File: src/rtl/cla_seq_add_ctrl_if.sv
// Bundle of request, shared-adder and result signals for cla_seq_add_ctrl.
// The slave modport is the controller's view. The master modport is the view
// of the environment, which is the requester, the CLA adder and the consumer.
interface cla_seq_add_ctrl_if #(
  parameter int W      = 16,
  parameter int CHUNKS = 4
);
  logic                  in_valid;
  logic                  in_ready;
  logic [W*CHUNKS-1:0]   op_a;
  logic [W*CHUNKS-1:0]   op_b;
  logic                  sub;
  logic [W-1:0]          adder_a;
  logic [W-1:0]          adder_b;
  logic                  adder_cin;
  logic [W-1:0]          adder_sum;
  logic                  adder_cout;
  logic                  out_valid;
  logic                  out_ready;
  logic [W*CHUNKS-1:0]   result;
  logic                  cout;
  logic                  ovf;

  modport slave (
    input  in_valid, op_a, op_b, sub, adder_sum, adder_cout, out_ready,
    output in_ready, adder_a, adder_b, adder_cin, out_valid, result, cout, ovf
  );

  modport master (
    output in_valid, op_a, op_b, sub, adder_sum, adder_cout, out_ready,
    input  in_ready, adder_a, adder_b, adder_cin, out_valid, result, cout, ovf
  );
endinterface

File: src/rtl/cla_seq_add_ctrl.sv
// Sequencing controller for a wide add or subtract on one shared W-bit CLA adder.
// It handles one chunk per cycle, starting with the LSB chunk, and chains the
// carry through carry_reg. For subtraction, B is inverted when it is loaded and
// the initial carry is set to 1, so the adder always computes A + B' + cin.
module cla_seq_add_ctrl #(
  parameter int W      = 16,
  parameter int CHUNKS = 4
) (
  input  logic                 clk,
  input  logic                 rst_n,
  cla_seq_add_ctrl_if.slave    bus
);
  localparam int TW  = W * CHUNKS;
  localparam int MSB = TW - 1;
  localparam int IW  = (CHUNKS > 1) ? $clog2(CHUNKS) : 1;

  typedef enum logic [1:0] {IDLE, RUN, DONE} state_t;

  state_t          state;
  state_t          state_next;
  logic [IW-1:0]   idx;
  logic            carry_reg;
  logic [TW-1:0]   a_reg;
  logic [TW-1:0]   b_reg;
  logic [TW-1:0]   result_reg;
  logic            cout_reg;
  logic            ovf_reg;
  logic            out_valid_reg;
  logic            last_chunk;
  logic            accept;

  assign last_chunk    = (idx == IW'(CHUNKS - 1));
  assign accept        = bus.in_valid && (state == IDLE);
  assign bus.in_ready  = (state == IDLE);
  assign bus.out_valid = out_valid_reg;
  assign bus.result    = result_reg;
  assign bus.cout      = cout_reg;
  assign bus.ovf       = ovf_reg;

  // State register
  always_ff @(posedge clk or negedge rst_n) begin
    if (!rst_n) state <= IDLE;
    else        state <= state_next;
  end

  // Next-state logic. The adder pins are driven only in RUN and are held at 0 otherwise.
  always_comb begin
    state_next    = state;
    bus.adder_a   = '0;
    bus.adder_b   = '0;
    bus.adder_cin = 1'b0;
    case (state)
      IDLE: if (bus.in_valid) state_next = RUN;
      RUN: begin
        bus.adder_a   = a_reg[idx*W +: W];
        bus.adder_b   = b_reg[idx*W +: W];
        bus.adder_cin = carry_reg;
        if (last_chunk) state_next = DONE;
      end
      DONE: if (bus.out_ready) state_next = IDLE;
      default: state_next = IDLE;
    endcase
  end

  // Datapath: latch operands, collect chunk sums and the carry chain, and hold the result
  always_ff @(posedge clk or negedge rst_n) begin
    if (!rst_n) begin
      idx           <= '0;
      carry_reg     <= 1'b0;
      a_reg         <= '0;
      b_reg         <= '0;
      result_reg    <= '0;
      cout_reg      <= 1'b0;
      ovf_reg       <= 1'b0;
      out_valid_reg <= 1'b0;
    end else begin
      case (state)
        IDLE: begin
          if (accept) begin
            a_reg     <= bus.op_a;
            b_reg     <= bus.sub ? ~bus.op_b : bus.op_b;
            carry_reg <= bus.sub;
            idx       <= '0;
          end
        end
        RUN: begin
          result_reg[idx*W +: W] <= bus.adder_sum;
          carry_reg              <= bus.adder_cout;
          idx                    <= idx + 1'b1;
          if (last_chunk) begin
            cout_reg      <= bus.adder_cout;
            ovf_reg       <= (a_reg[MSB] == b_reg[MSB]) && (bus.adder_sum[W-1] != a_reg[MSB]);
            out_valid_reg <= 1'b1;
          end
        end
        DONE: begin
          if (bus.out_ready) out_valid_reg <= 1'b0;
        end
        default: out_valid_reg <= 1'b0;
      endcase
    end
  end
endmodule

File: src/flat_wrapper.sv
// flat-port wrapper written by rule: the top's interface ports become plain ports
module cla_seq_add_ctrl_flat 
#(
  parameter int W      = 16,
  parameter int CHUNKS = 4
)
  (clk, rst_n, bus_in_valid, bus_op_a, bus_op_b, bus_sub, bus_adder_sum, bus_adder_cout, bus_out_ready, bus_in_ready, bus_adder_a, bus_adder_b, bus_adder_cin, bus_out_valid, bus_result, bus_cout, bus_ovf);
  cla_seq_add_ctrl_if #(.W(W), .CHUNKS(CHUNKS)) bus_i ();
  input  logic clk;
  input  logic rst_n;
  input wire logic [$bits(bus_i.in_valid)-1:0] bus_in_valid;
  input wire logic [$bits(bus_i.op_a)-1:0] bus_op_a;
  input wire logic [$bits(bus_i.op_b)-1:0] bus_op_b;
  input wire logic [$bits(bus_i.sub)-1:0] bus_sub;
  input wire logic [$bits(bus_i.adder_sum)-1:0] bus_adder_sum;
  input wire logic [$bits(bus_i.adder_cout)-1:0] bus_adder_cout;
  input wire logic [$bits(bus_i.out_ready)-1:0] bus_out_ready;
  output wire logic [$bits(bus_i.in_ready)-1:0] bus_in_ready;
  output wire logic [$bits(bus_i.adder_a)-1:0] bus_adder_a;
  output wire logic [$bits(bus_i.adder_b)-1:0] bus_adder_b;
  output wire logic [$bits(bus_i.adder_cin)-1:0] bus_adder_cin;
  output wire logic [$bits(bus_i.out_valid)-1:0] bus_out_valid;
  output wire logic [$bits(bus_i.result)-1:0] bus_result;
  output wire logic [$bits(bus_i.cout)-1:0] bus_cout;
  output wire logic [$bits(bus_i.ovf)-1:0] bus_ovf;
  assign bus_i.in_valid = bus_in_valid;
  assign bus_i.op_a = bus_op_a;
  assign bus_i.op_b = bus_op_b;
  assign bus_i.sub = bus_sub;
  assign bus_i.adder_sum = bus_adder_sum;
  assign bus_i.adder_cout = bus_adder_cout;
  assign bus_i.out_ready = bus_out_ready;
  assign bus_in_ready = bus_i.in_ready;
  assign bus_adder_a = bus_i.adder_a;
  assign bus_adder_b = bus_i.adder_b;
  assign bus_adder_cin = bus_i.adder_cin;
  assign bus_out_valid = bus_i.out_valid;
  assign bus_result = bus_i.result;
  assign bus_cout = bus_i.cout;
  assign bus_ovf = bus_i.ovf;
  cla_seq_add_ctrl #(.W(W), .CHUNKS(CHUNKS)) u_core (.clk(clk), .rst_n(rst_n), .bus(bus_i));
endmodule
File: config.mk
export PLATFORM = sky130hd
export DESIGN_NAME = cla_seq_add_ctrl_flat
export DESIGN_NICKNAME = d
export VERILOG_FILES = /design/src/rtl/cla_seq_add_ctrl_if.sv /design/src/rtl/cla_seq_add_ctrl.sv /design/src/flat_wrapper.sv
export SDC_FILE = /design/constraint.sdc
export NUM_CORES = 1
export LEC_CHECK = 0
export ABC_CLOCK_PERIOD_IN_PS = 2300
export CAP_MARGIN = 5
export CORE_ASPECT_RATIO = 2
export CORE_MARGIN = 2
export CORE_UTILIZATION = 44
export CTS_CLUSTER_SIZE = 8
export DETAILED_ROUTE_END_ITERATION = 6
export PLACE_DENSITY = 0.77
export REMOVE_ABC_BUFFERS = 1
export SYNTH_ARGS = -nofsm -noshare
export SYNTH_HDL_FRONTEND = slang
export SYNTH_SLANG_ARGS = --single-unit
export TNS_END_PERCENT = 50
File: constraint.sdc
create_clock -name clk -period 2.3 [get_ports clk]
set_input_delay 0.46 -clock clk [delete_from_list [all_inputs] [get_ports clk]]
set_output_delay 0.46 -clock clk [all_outputs]
set_load 0.05 [all_outputs]
**Word level (Yosys, flattened, before mapping)**

Cells that the tools add are included.

- $add $sub $neg: 2
- Eq/ne operators: 9
- Shift operators: 4
- Muxes and demuxes: 16
- Bitwise operators: 2
- Reductions and logical operators: 9

Operator list:

| kind | number |
|---|---|
| variable part select 64 x 7 -> 16 bit | 2 |
| bitwise mux 64 bit | 1 |
| 2-to-1 mux 64 bit | 1 |
| inverter 64 bit | 1 |
| variable shift 16 x 34 -> 64 bit (first input constant) | 1 |
| variable part select 16 x 34 -> 64 bit | 1 |
| negation 6 -> 34 bit | 1 |
| 2-to-1 mux 16 bit | 2 |
| 2-to-1 mux 2 bit | 4 |
| one-hot mux 2 bit (3 select lines) | 1 |
| AND reduction 2 bit | 3 |
| AND reduction 3 bit | 2 |
| equality test 2 bit (second input constant) | 2 |
| 2-to-1 mux 1 bit | 4 |
| != test 2 x 1 -> 1 bit (second input constant) | 2 |
| != test 2 bit (second input constant) | 2 |
| one-hot mux 2 bit (2 select lines) | 1 |
| one-hot mux 1 bit (3 select lines) | 1 |
| adder 2 x 1 -> 2 bit (second input constant) | 1 |
| equality test 2 x 1 -> 1 bit (second input constant) | 1 |
| logical AND 1 bit | 2 |
| logical NOT 2 bit | 1 |
| one-hot mux 1 bit (2 select lines) | 1 |
| nonzero test 2 bit | 1 |
| other kinds (3) | 3 |

- Register bits after elaboration: 200
- Input port bits: 150
- Output and inout bits: 101
- Logic and storage cells: 51

**Longest topological paths before layout**

- Depth in word-level cells: 4
- Mapped depth: 8
- Gate-level depth less buffers: 5

**Worst setup path before layout**

No wires, ideal clock.

- Path type: reg-to-reg
- Start point: register u_core.idx[0]
- End point: register u_core.result_reg[59] (netlist: u_core.bus.result[59])
- Setup time: 0.083 ns
- Arrival time: 2.156 ns
- Required time: 2.217 ns
- Path slack: 0.062 ns
- Cell stages (with the launch flop): 9
- Buffers on the path: 3
- Clock period less this slack: 2.238 ns
- Cells stage by stage: dfrtp_1 > buf_4 > buf_4 > inv_1 > ha_1 > nor4b_2 > buf_2 > nand2_1 > o21ai_0

- Cells in the longest elaborated chain, start to end: 3
- Elaborated cells between the ends (all ways): 4
- Classes of those cells: 1 x add/sub; 2 x shift; 1 x mux

RTL lines:

| what | RTL line | source |
|---|---|---|
| start: declaration | cla_seq_add_ctrl.sv:21 | `logic [IW-1:0] idx;` |
| start signal: assignment | cla_seq_add_ctrl.sv:89 | `idx <= idx + 1'b1;` |
| negation 6 -> 34 bit (*) | cla_seq_add_ctrl.sv:87 | `result_reg[idx*W +: W] <= bus.adder_sum;` |
| variable part select 16 x 34 -> 64 bit / variable shift 16 x 34 -> 64 bit (equally long branches) | cla_seq_add_ctrl.sv:87 |  |
| bitwise mux 64 bit (*) | cla_seq_add_ctrl.sv:87 |  |
| end signal: indexed assignment | cla_seq_add_ctrl.sv:87 |  |
| end: declaration | cla_seq_add_ctrl.sv:25 | `logic [TW-1:0] result_reg;` |

Every way passes the cells marked *; elsewhere a longest branch is shown, timed or not.
A chain may end at the register's enable or synchronous reset.

**Worst setup path after layout**

- Start point: register u_core.idx[0]
- End point: output port bus_adder_a[11]

- Cells in the longest elaborated chain, start to end: 2

RTL lines:

| what | RTL line | source |
|---|---|---|
| variable part select 64 x 7 -> 16 bit | cla_seq_add_ctrl.sv:55 | `bus.adder_a = a_reg[idx*W +: W];` |
| 2-to-1 mux 16 bit | cla_seq_add_ctrl.sv:52 | `case (state)` |
| end: declaration | flat_wrapper.sv:19 | `output wire logic [$bits(bus_i.adder_a)-1:0] bus_adder_a;` |

No other way between the ends.

==> run metrics <==
CP max-delay cell=mux4_2; Tot Pwr=between 20000 and 25000 uW; largest family of logic cells by synthesized area=simple AND/OR/NAND/NOR gates; final max-slew violation count=0; CTS tree=yes; GRT overflow=0; XOR/XNOR Fraction of Synth Area=0.06139; Setup CP Type=reg -> out; Final setup viols=32; Die Ht=just over 200 um; Post-synth EDFFs=0; drt first pass iters=4; pwr/cell area=around 1600 nW/um^2; hold crit path type=in -> async; Req. time, crit path=between 1500 and 2000 ps; Final Core Density=0.6349; fmax=approximately 420 MHz; min Tclk post-route=about 2400 ps; Primary FF master, synth=dfrtp_1; slew margin rel.=0.5206; post-synthesis compound-gate area fraction=0.08907; Synth Area in Adders=0.008221; Clock transition at path regs=70 ps; post-synthesis mux area share=0.08139; count leader, synth=nand2_1; first-pass GRT wire length=38.53 mm; fin crit share=1.045; Area growth, synth to finish=41.63%; initial antenna violation count=2; I/O Buffers=250; Worst Setup Start Kind=flop; H-tree depth=4; CP arrival=around 1900 ps; worst vdd ir=roughly 940 uV; drt via density=~5.0; DRC violations left=0; CP Max Fanout=7; synth top area cells=dfrtp_1, nand2_1, mux4_2; Num CTS Buffers=17; largest net degree at the start of global routing=196; initial drt markers=336; number of clock sinks=200; Synth area leader=dfrtp_1; Least-Margin Pin Slew=between 700 and 800 ps; core area=20370 um^2; CP dominant cell by count=buf_12; Starting Density=0.4483; final hold violation count=0; max incr delay on CP=510 ps; Layout Cells excl Fill=approximately 1400; Mapped Cells=a little under 900; I/O pin count=251; Simple-Gate Fraction of Synth Area=0.1746; number of global-route vias before repair=roughly 7300; Async SR Flop Fraction=1.000; CP endpoint kind=output port; Clock Skew=~7.6 ps; DIE WIDTH=about 110 um; worst skew pair latency=roughly 440 ps; GP Congestion=slightly above 0.8; Fillers=1623; RSZ-0062 raised after global routing=true; synthesis-stage register bit count=200; number of cells after detailed placement=roughly 1400; violated checks=setup timing; Mean Syn Cell Area=roughly 10 um^2; MaxCap Viol Count=0; final WL=roughly 24 mm; post-detailed-route wirelength per cell=around 17 um; top cell type's share of synthesized area=0.5481; Hold Slack=around 5.6 ps; HPWL after DPL=16.92 mm; Synth top cells by count=nand2_1, dfrtp_1, o21ai_0; register area share after synthesis=0.5481; crit path cell chain=buf_12 -> buf_12 -> mux4_2 -> and2_4 -> buf_12; YS warnings=0; root buf cell=clkbuf_16; via count=between 7000 and 8000; Total GRT Usage=0.2264; area of the mapped netlist=9131 um^2; fin nets=approximately 1300; share of post-route cells with drive strength above 1=0.1512; Pleak=0.005747 uW; Clock Path Buffers=2; Routed Antenna Nets=0; status=finished, violations left; fin worst setup slack=-102.9 ps; Netlist cell types=33; row cnt=between 70 and 80; die area=21990 um^2
[worst max-delay path, delay by kind of cell (launching register included)]
kind	cells	cell delay, ps
flops	1	370
simple gates	1	180
buf+inv	3	440
mux	1	510
[cell families (layout without fill, tap and decap cells)]
logic type | count (synthesis) | count (layout)
compound gates | 136 | 136
xor+xnor | 64 | 64
fa+ha+maj | 6 | 6
buf+inv | 63 | 314
flops | 200 | 200
mux | 34 | 34
other cells | 0 | 2
simple gates | 377 | 377
[metrics by stage]
| stage | setup TNS [ps] | area, um^2 | worst slack (ps) |
|---|---|---|---|
| after CTS | -3303 | 12910 | -150.3 |
| after global placement | 0 | 12040 | 238.1 |
| final | -2431 | 12930 | -102.9 |
| after global routing | -4002 | 12930 | -151.8 |
| after floorplan | -322180 | 8798 | -2142 |
| after detailed placement | 0 | 12040 | 190.9 |
[power by group]
part / leakage (uW) / total [uW] / switching [uW] / internal (uW)
Clock: 0.000274 / 2900 / 1310 / 1590
Sequential: 0.00256 / 6160 / 953 / 5200
Combinational: 0.00292 / 12000 / 6930 / 5090
[placed cells by master (no fill, tap or decap), types with 5 or more instances in the layout]
cell,instances
buf_12,28
clkinv_4,5
o21ai_0,95
buf_4,14
xnor2_1,64
ha_1,6
and2_4,32
nand2_1,322
clkbuf_16,18
buf_6,16
dfrtp_1,197
clkdlybuf4s50_1,214
a22o_1,33
mux4_2,32
[worst paths after layout]
path / endpoint / slack, ps / cells past startpoint / start
min: u_core.a_reg[14]$_DFFE_PN0P_ / 6 / 1 / rst_n
max in group asynchronous: u_core.a_reg[60]$_DFFE_PN0P_ / 1630 / 2 / rst_n
max reg2reg: u_core.bus.result[56]$_DFFE_PN0P_ / 160 / 9 / u_core.idx[0]$_DFFE_PN0P_
min in group clk: u_core.a_reg[43]$_DFFE_PN0P_ / 470 / 2 / u_core.a_reg[43]$_DFFE_PN0P_
min reg2reg: u_core.a_reg[43]$_DFFE_PN0P_ / 470 / 2 / u_core.a_reg[43]$_DFFE_PN0P_
max: bus_adder_a[11] / -100 / 5 / u_core.idx[0]$_DFFE_PN0P_
[per-layer routing]
| layer | vias up | part of all wire | GRT usage |
|---|---|---|---|
| met4 | 0 | 0.039 | 0.1075 |
| met2 | 228 | 0.56 | 0.4142 |
| li1 | 3379 | - | - |
| met5 | - | 0 | 0 |
| met1 | 3379 | 0.36 | 0.2534 |
| met3 | 50 | 0.040 | 0.03422 |
[cell type report]
class	count	area [um^2]	area share
Clock buffer	23	478.0	0.03696
Inverter	2	7.507	0.0005805
Multi-Input combinational cell	617	3884	0.3003
Tap cell	266	332.8	0.02574
Antenna cell	2	5.005	0.0003870
Sequential cell	200	5009	0.3873
Clock inverter	9	93.84	0.007256
Timing Repair Buffer	280	3123	0.2415
[repair_timing]
item                       in CTS  in global routing
hold buffers                    0                  0
cloned                          2                  1
pin swaps                       4                  1
setup endpoints to repair      34                 59
buffers inserted                4                  1
resized for setup              62                  6
Power figures use the tool's default switching activity.
